`config.mk`:
```
export PLATFORM = sky130hd
export DESIGN_NAME = apb_reg_slave
export DESIGN_NICKNAME = d
export VERILOG_FILES = /design/src/rtl/apb_reg_slave.sv
export SDC_FILE = /design/constraint.sdc
export NUM_CORES = 1
export LEC_CHECK = 0
export BUFFER_PORTS_ARGS = -buffer_cell sky130_fd_sc_hd__buf_2
export CAP_MARGIN = 5
export CORE_ASPECT_RATIO = 1.4
export CORE_MARGIN = 2
export CORE_UTILIZATION = 54
export DETAILED_ROUTE_END_ITERATION = 6
export GPL_ROUTABILITY_DRIVEN = 0
export PLACE_DENSITY = 0.86
export SYNTH_ARGS = -nofsm -noshare
export SYNTH_HDL_FRONTEND = slang
export SYNTH_SLANG_ARGS = --single-unit
```
`constraint.sdc`:
```
create_clock -name pclk -period 2.5 [get_ports pclk]
set_input_delay 0 -clock pclk [delete_from_list [all_inputs] [get_ports pclk]]
set_output_delay 0 -clock pclk [all_outputs]
set_load 0.02 [all_outputs]
```
`src/rtl/apb_reg_slave.sv`:
```
// APB register-bank slave: NUM_REGS word registers, read-only ID at word 0,
// configurable wait states, byte strobes and PSLVERR on bad addresses.
module apb_reg_slave #(
  parameter int unsigned     DATA_W      = 32,
  parameter int unsigned     ADDR_W      = 32,
  parameter int unsigned     NUM_REGS    = 8,
  parameter int unsigned     WAIT_CYCLES = 1,
  parameter logic [DATA_W-1:0] ID_VALUE  = 32'hA9B0_0001
) (
  input  logic                       pclk,
  input  logic                       preset_n,
  input  logic                       psel_i,
  input  logic                       penable_i,
  input  logic [ADDR_W-1:0]          paddr_i,
  input  logic                       pwrite_i,
  input  logic [DATA_W-1:0]          pwdata_i,
  input  logic [DATA_W/8-1:0]        pstrb_i,
  output logic [DATA_W-1:0]          prdata_o,
  output logic                       pready_o,
  output logic                       pslverr_o,
  output logic [NUM_REGS*DATA_W-1:0] regs_o
);

  localparam int unsigned STRB_W = DATA_W / 8;
  localparam int unsigned IDX_W  = $clog2(NUM_REGS);
  localparam int unsigned CNT_W  = 4;

  typedef enum logic [1:0] {
    ST_IDLE = 2'd0,
    ST_WAIT = 2'd1,
    ST_RESP = 2'd2
  } state_e;

  state_e              state_q, state_d;
  logic [CNT_W-1:0]    cnt_q, cnt_d;
  logic [ADDR_W-1:0]   addr_q, addr_d;
  logic                write_q, write_d;
  logic [DATA_W-1:0]   wdata_q, wdata_d;
  logic [STRB_W-1:0]   strb_q, strb_d;
  logic [DATA_W-1:0]   regs_q [NUM_REGS];
  logic [DATA_W-1:0]   regs_d [NUM_REGS];
  logic                pready_q, pready_d;
  logic                pslverr_q, pslverr_d;
  logic [DATA_W-1:0]   prdata_q, prdata_d;

  // Decode uses live inputs during setup (needed when there are no wait
  // states) and the held request afterwards.
  logic [ADDR_W-1:0]   a_addr;
  logic                a_write;
  logic [ADDR_W-1:0]   a_idx_full;
  logic [IDX_W-1:0]    a_idx;
  logic                a_err;
  logic [DATA_W-1:0]   a_rdata;
  logic                enter_resp;

  always_comb begin
    a_addr     = (state_q == ST_IDLE) ? paddr_i  : addr_q;
    a_write    = (state_q == ST_IDLE) ? pwrite_i : write_q;
    a_idx_full = a_addr >> 2;
    a_idx      = a_idx_full[IDX_W-1:0];
    a_err      = (a_addr[1:0] != 2'b00) ||
                 (a_idx_full >= ADDR_W'(NUM_REGS)) ||
                 (a_write && (a_idx_full == '0));
    a_rdata    = (a_idx == '0) ? ID_VALUE : regs_q[a_idx];
  end

  always_comb begin
    state_d    = state_q;
    cnt_d      = cnt_q;
    addr_d     = addr_q;
    write_d    = write_q;
    wdata_d    = wdata_q;
    strb_d     = strb_q;
    regs_d     = regs_q;
    pready_d   = 1'b0;
    pslverr_d  = 1'b0;
    prdata_d   = '0;
    enter_resp = 1'b0;

    case (state_q)
      ST_IDLE: begin
        if (psel_i && !penable_i) begin
          addr_d  = paddr_i;
          write_d = pwrite_i;
          wdata_d = pwdata_i;
          strb_d  = pstrb_i;
          cnt_d   = CNT_W'(WAIT_CYCLES);
          if (WAIT_CYCLES == 0) begin
            state_d    = ST_RESP;
            enter_resp = 1'b1;
          end else begin
            state_d = ST_WAIT;
          end
        end
      end
      ST_WAIT: begin
        cnt_d = cnt_q - CNT_W'(1);
        if (!psel_i) begin
          state_d = ST_IDLE;
        end else if (cnt_q <= CNT_W'(1)) begin
          state_d    = ST_RESP;
          enter_resp = 1'b1;
        end
      end
      ST_RESP: begin
        state_d = ST_IDLE;
        // Commit on the edge closing the response cycle, strobed lanes only.
        if (psel_i && penable_i && write_q && !a_err) begin
          for (int unsigned i = 1; i < NUM_REGS; i++) begin
            if (a_idx == IDX_W'(i)) begin
              for (int unsigned b = 0; b < STRB_W; b++) begin
                if (strb_q[b]) regs_d[i][8*b +: 8] = wdata_q[8*b +: 8];
              end
            end
          end
        end
      end
      default: state_d = ST_IDLE;
    endcase

    if (enter_resp) begin
      pready_d  = 1'b1;
      pslverr_d = a_err;
      prdata_d  = (a_err || a_write) ? '0 : a_rdata;
    end
  end

  always_ff @(posedge pclk) begin
    if (!preset_n) begin
      state_q   <= ST_IDLE;
      cnt_q     <= '0;
      addr_q    <= '0;
      write_q   <= 1'b0;
      wdata_q   <= '0;
      strb_q    <= '0;
      pready_q  <= 1'b0;
      pslverr_q <= 1'b0;
      prdata_q  <= '0;
      for (int unsigned i = 0; i < NUM_REGS; i++) regs_q[i] <= '0;
    end else begin
      state_q   <= state_d;
      cnt_q     <= cnt_d;
      addr_q    <= addr_d;
      write_q   <= write_d;
      wdata_q   <= wdata_d;
      strb_q    <= strb_d;
      pready_q  <= pready_d;
      pslverr_q <= pslverr_d;
      prdata_q  <= prdata_d;
      regs_q    <= regs_d;
    end
  end

  assign pready_o  = pready_q;
  assign pslverr_o = pslverr_q;
  assign prdata_o  = prdata_q;

  assign regs_o[0 +: DATA_W] = ID_VALUE;
  for (genvar g = 1; g < NUM_REGS; g++) begin : g_regs_o
    assign regs_o[g*DATA_W +: DATA_W] = regs_q[g];
  end

endmodule

```
==> results of run 1 <==
==> repair_timing <==
| item | 4_1_cts | 5_1_grt |
|---|---|---|
| hold endpoints to repair | 73 | 0 |
| gates resized for setup | 0 | 3 |
| pin swaps | 1 | 1 |
| hold buffers | 73 | 0 |
| setup endpoints to repair | 1 | 256 |
| buffers inserted | 1 | 0 |
==> power groups by stage <==
stage          clock [mW]  combinational, mW  sequential, mW
2_1_floorplan           0              0.614            5.51
3_3_place_gp            0              0.805            5.52
3_5_place_dp            0              0.821            5.52
4_1_cts              4.87              0.910            5.40
5_1_grt              5.07              0.997            5.41
6_report             4.85              0.941            5.41
==> layout by cell type, fill, tap and decap left out, drive strengths merged, types with 25 or more instances in the layout <==
cell type	count
mux4	32
dfxtp	333
o2111ai	29
nand2	437
nand3	28
dlygate4sd3	73
buf	360
conb	32
a21oi	57
and3	25
o21ai	55
nor2	34
clkbuf	42
a21boi	69
mux2i	228
==> metal layers <==
metal | share of wire [%] | wire [µm]
met5 | 0 | 0
met2 | 48 | 23600
met4 | 7.1 | 3480
met3 | 8.1 | 3960
met1 | 37 | 17900
==> sequential cells by signal (all words and copies together), names as in the netlist <==
signal,flops
cnt_q,4
write_q,1
regs_o,224
state_q,2
pready_o,1
addr_q,32
prdata_o,32
pslverr_o,1
wdata_q,32
strb_q,4
==> worst max-delay path, stage by stage, from the launching register on <==
cell,delay (ns)
dfxtp_2,0.39
buf_4,0.17
nor4_2,0.34
nand4_1,0.24
o21ai_4,0.13
buf_12,0.33
o2111ai_4,0.19
buf_12,0.19
mux2i_1,0.24
==> worst max-delay path by stage <==
stage                     from            to  slack (ns)  cells past startpoint
global placement    state_q[1]   regs_o[203]        0.11                      7
floorplan           state_q[1]  prdata_o[10]        0.45                      9
detailed placement  state_q[0]   regs_o[142]        0.04                      6
finish              state_q[1]   regs_o[249]        0.15                      8
global route        state_q[1]   regs_o[177]        0.03                      7
CTS                 state_q[1]   regs_o[142]        0.03                      6
==> cell families after synthesis <==
logic type / count (synthesis)
other: 2
AOI/OAI and AO/OA: 225
adders and majority gates: 2
DFF: 333
and+or+nand+nor: 566
buffers and inverters: 138
muxes: 270
==> layout make-up <==
| cell class | instances | area (µm²) | share of cell area (%) |
|---|---|---|---|
| Clock inverter | 15 | 166 | 0.883 |
| Inverter | 2 | 7.51 | 0.0398 |
| Antenna cell | 1 | 2.50 | 0.0133 |
| Tap cell | 370 | 463 | 2.46 |
| Clock buffer | 42 | 877 | 4.65 |
| Timing Repair Buffer | 433 | 2790 | 14.8 |
| Sequential cell | 333 | 6670 | 35.4 |
| Multi-Input combinational cell | 1095 | 7870 | 41.7 |
==> impl_results.md, run 1 <==
- Worst setup SP type: flop
- Max-slew headroom at the worst pin: 44.8%
- Antenna violations before repair: 1
- Fillers: 2027
- Final hold slack: 0.233 ns
- Cell count after placement: 2159
- Power per cell area: 594 nW/µm²
- CTS sink count: 333
- Combinational family with the most area after synthesis: multiplexers
- Clock network power share: 43.3%
- Pre-CTS setup slack: 0.0442 ns
- Post-synthesis simple-gate area fraction: 16.0%
- Power share of the combinational group: 8.4%
- Final setup fails: 0
- Max cap viols: 0
- Setup tns final: 0 ns
- Worst Hold Depth: 4
- First-pass GRT wire length: 75.1 mm
- Post-synthesis compound-gate area fraction: 13.8%
- CTS tree: yes
- Adder-cell area share of the yosys netlist: 0.164%
- Seq/Total Area, Yosys: 43.8%
- Final period utilization: 93.9%
- GR Layer Usage met3: 6.52%
- Synth top area cells: dfxtp_1 (44%), mux2i_1 (15%), nand2_1 (11%), o2111ai_4 (5.0%), mux4_2 (4.7%)
- Reg2reg start: state_q[1]
- Post-DP Area: 17000 µm²
- DRC violations left: 0
- Worst Path Required: 2.95 ns
- Post-Route WL: 49.0 mm
- Row cnt: 72
- Worst setup EP type: flop
- Top_reg_cell synth: dfxtp_1
- Layout cell share with drive strength beyond 1: 28.0%
- Yosys reg bits: 333
- Initial DRC count: 911
- Unrepaired setup endpoints after global routing: false
- Flop2flop setup slack: 0.15 ns
- Final min period: 2.35 ns
- Cells after synthesis: 1536
- IO Pins: 363
- RR Endpoint: regs_o[249]
- Leak Pwr: 8.89 nW
- Async set-reset flop share out of synthesis: 0%
- Status: finished, final reports clean
- Syn Std Cell Area: 15200 µm²
- Worst Hold End: wdata_q[5]
- Die area: 29600 µm²
- H-tree Lvls: 1
- Vias in the first global route: 13.6k
- Worst Path Max Fanout: 30
- Worst hold path type: input pin to flop
- Routing usage on met2: 54.1%
- Chip Height: 203 µm
- Total number of vias: 13.4k
- Crit path DAT: 2.80 ns
- Slew @ Worst Pin: 0.828 ns
- Clk root buf: clkbuf_16
- Maximum vdd drop: 485 µV
- Largest net degree at the start of global routing: 181
- Synth top cells by count: nand2_1 (436), dfxtp_1 (333), mux2i_1 (227)
- Clock Latency Late Sink: 0.56 ns
- GRT busiest layer: met2
- Cell variety after synth: 54
- Core footprint: 27700 µm²
- Most common cell in the netlist: nand2_1
- Clk buf depth: 3
- Synth Area in XOR/XNOR: 0%
- GRT overflow: 0
- Critical path class: flop to flop
- Hpwl dp: 32.2 mm
- Cell taking the most area after synthesis: dfxtp_1
- Post-route setup slack: 0.153 ns
- Fin. Hold Viols: 0
- Final Skew: 0.0140 ns
- Final Util: 68.1%
- Mux contribution to synthesized area: 20.6%
- Mapped Avg Cell Area: 9.91 µm²
- Global router's overall resource usage: 31.8%
- Reg power frac: 48.3%
- Final ANT Viol Nets: 0
- CTS clk-pin slew, worst paths: 0.06 ns
- Post-DR wirelength/cell: 21.4 µm
- Post-route insts no fill: 2291
- Worst-case reg-to-reg path depth: 8
- Post-synth EDFFs: 0
- Final Max Slew Viols: 0
- Pint: 8.45 mW
- Port buffer count: 330
- Pwr Total: 11.2 mW
- DIE WIDTH: 146 µm
- Top cell type's share of synthesized area: 43.8%
- DR pass1 iterations: 5
- GR Util met1: 36.6%
- Layout Nets: 1971
- Final Cell Area: 18800 µm²
- Cts bufs inserted: 31
- Switching power: 2.74 mW
- Initial Util: 55.0%
- Fmax: 0.426 GHz
- Via density: 5.86
- Hold Path Origin: pwdata_i[5]
- Area grow syn2layout: 23.8%
- Sw Share: 24.5%
- Ys Warns: 0
Note: power is estimated with default switching activity, not from simulation.
==> inputs of run 2 (changes only) <==
==> config.mk (replaced) <==
export PLATFORM = sky130hd
export DESIGN_NAME = apb_reg_slave
export DESIGN_NICKNAME = d
export VERILOG_FILES = /design/src/rtl/apb_reg_slave.sv
export SDC_FILE = /design/constraint.sdc
export NUM_CORES = 1
export LEC_CHECK = 0
export CAP_MARGIN = 5
export CORE_ASPECT_RATIO = 1.4
export CORE_MARGIN = 2
export CORE_UTILIZATION = 55
export DETAILED_ROUTE_END_ITERATION = 6
export DONT_BUFFER_PORTS = 1
export GPL_ROUTABILITY_DRIVEN = 0
export PLACE_DENSITY = 0.76
export SYNTH_ARGS = -nofsm -noshare
export SYNTH_HDL_FRONTEND = slang
export SYNTH_SLANG_ARGS = --single-unit
==> impl_results.md, run 2 (synthesis gave the netlist of run 1 again) <==
- Status: finished, final reports clean (unchanged)
- Clock network power share: 45.4% (was 43.3%)
- Clk root buf: clkbuf_16 (unchanged)
- Commonest non-fill, non-tap cells in the layout: nand2_1 (435), dfxtp_1 (333), dlygate4sd3_1 (306) (was nand2_1 (435), dfxtp_1 (331), buf_2 (329))
- Worst Path Required: 2.92 ns (was 2.95 ns)
- Max cap viols: 0 (unchanged)
- Worst-case reg-to-reg path depth: 7 (was 8)
- Critical path class: flop to flop (unchanged)
- Fin. Hold Viols: 0 (unchanged)
- Initial DRC count: 898 (was 911)
- CTS sink count: 333 (unchanged)
- Final min period: 2.44 ns (was 2.35 ns)
- Clk buf depth: 3 (unchanged)
- Reg2reg start: state_q[1] (unchanged)
- Layout cell share with drive strength beyond 1: 11.4% (was 28.0%)
- Area grow syn2layout: 29.1% (was 23.8%)
- Hold Path Origin: preset_n (was pwdata_i[5])
- Leak Pwr: 7.63 nW (was 8.89 nW)
- Power share of the combinational group: 7.9% (was 8.4%)
- Chip Height: 201 µm (was 203 µm)
- Row cnt: 72 (unchanged)
- Core footprint: 27400 µm² (was 27700 µm²)
- Unrepaired setup endpoints after global routing: false (unchanged)
- DRC violations left: 0 (unchanged)
- Setup tns final: 0 ns (unchanged)
- Post-Route WL: 51.5 mm (was 49.0 mm)
- Worst setup SP type: flop (unchanged)
- Max FFs per register: 224 (unchanged)
- Maximum vdd drop: 543 µV (was 485 µV)
- Port buffer count: 0 (was 330)
- IO Pins: 363 (unchanged)
- Final Skew: 0.0167 ns (was 0.0140 ns)
- Crit path DAT: 2.87 ns (was 2.80 ns)
- Switching power: 2.75 mW (was 2.74 mW)
- Fmax: 0.409 GHz (was 0.426 GHz)
- Slew @ Worst Pin: 0.683 ns (was 0.828 ns)
- Worst Hold End: strb_q[0] (was wdata_q[5])
- CTS clk-pin slew, worst paths: 0.07 ns (was 0.06 ns)
- Worst Hold Depth: 2 (was 4)
- RR Endpoint: regs_o[209] (was regs_o[249])
- Post-route insts no fill: 2201 (was 2291)
- Power per cell area: 590 nW/µm² (was 594 nW/µm²)
- Clock Latency Late Sink: 0.53 ns (was 0.56 ns)
- Reg power frac: 46.7% (was 48.3%)
- Via density: 6.05 (was 5.86)
- H-tree Lvls: 2 (was 1)
- Sw Share: 23.7% (was 24.5%)
- Layout Nets: 1881 (was 1971)
- Vias in the first global route: 13.8k (was 13.6k)
- DIE WIDTH: 145 µm (was 146 µm)
- Die area: 29000 µm² (was 29600 µm²)
- CTS tree: yes (unchanged)
- Flop2flop setup slack: 0.06 ns (was 0.15 ns)
- Final Max Slew Viols: 0 (unchanged)
- Worst Path Max Fanout: 30 (unchanged)
- Global router's overall resource usage: 34.6% (was 31.8%)
- First-pass GRT wire length: 77.9 mm (was 75.1 mm)
- Worst setup EP type: flop (unchanged)
- Final setup fails: 0 (unchanged)
- Cell count after placement: 1829 (was 2159)
- Cts bufs inserted: 34 (was 31)
- Hpwl dp: 29.3 mm (was 32.2 mm)
- Post-DR wirelength/cell: 23.4 µm (was 21.4 µm)
- Antenna violations before repair: 2 (was 1)
- Largest net degree at the start of global routing: 174 (was 181)
- Pint: 8.85 mW (was 8.45 mW)
- Commonest non-fill, non-tap cell in the layout: nand2_1 (unchanged)
- Initial Util: 55.6% (was 55.0%)
- DR pass1 iterations: 5 (unchanged)
- Final ANT Viol Nets: 0 (unchanged)
- GRT overflow: 0 (unchanged)
- Total number of vias: 13.3k (was 13.4k)
- Max-slew headroom at the worst pin: 54.5% (was 44.8%)
- Final period utilization: 97.8% (was 93.9%)
- Worst hold path type: input pin to flop (unchanged)
[run 2: worst max-delay path, stage by stage (launching register included)]
cell and delay (ns):
dfxtp_1 0.31, buf_4 0.17, nor2_8 0.25, mux2_4 0.34, a211oi_4 0.20, buf_12 0.34
o2111ai_4 0.37, mux2i_1 0.33
[run 2: stage by stage]
stage	hold WS, ns	util, %	power [mW]	area [µm²]	worst slack [ns]
floorplan	0.145	-	6.12	15300	0.451
global placement	0.146	56.1	6.18	15400	0.0158
detailed placement	0.154	56.1	6.20	15400	0.0129
CTS	0.0511	71.6	11.6	19600	0.0318
global route	0.0667	71.8	11.9	19700	0.00236
finish	0.0556	71.8	11.6	19700	0.0552
[run 2: layer usage]
metal,up-vias,global-route usage [%],wire length (µm)
li1,5802,-,-
met1,6483,39.5,18600
met2,785,56.5,24500
met3,237,8.73,4750
met4,2,23.3,3630
met5,-,0,11
[run 2: timing repair]
item | 4_1_cts | 5_1_grt
buffers inserted | 2 | 2
hold endpoints to repair | 309 | 0
endpoints found under the setup margin | 3 | 263
pin swaps | 1 | 2
hold buffers | 307 | 0
gates resized for setup | 1 | 7
[run 2: power by group through the flow]
stage / clock network, mW / logic, mW / registers [mW]
2_1_floorplan: 0 / 0.614 / 5.51
3_3_place_gp: 0 / 0.658 / 5.52
3_5_place_dp: 0 / 0.671 / 5.53
4_1_cts: 5.28 / 0.875 / 5.41
5_1_grt: 5.51 / 0.969 / 5.41
6_report: 5.27 / 0.917 / 5.41
[run 2: layout make-up]
cell class	count	area [µm²]
clock buffer	51	1020
multi-input combinational	1095	7860
clock inverter	9	125
sequential	333	6670
fill	1877	7730
timing repair buffer	340	3510
antenna	1	2.50
inverter	2	7.51
tap	370	463
[run 2: worst max path at each step]
stage,from,end,slack (ns),cells after the start
2_1_floorplan,state_q[1],prdata_o[10],0.45,9
3_3_place_gp,state_q[0],prdata_o[19],0.02,6
3_5_place_dp,state_q[0],prdata_o[19],0.01,6
4_1_cts,state_q[0],regs_o[149],0.03,6
5_1_grt,state_q[1],regs_o[125],0.002,7
6_report,state_q[1],regs_o[209],0.06,7
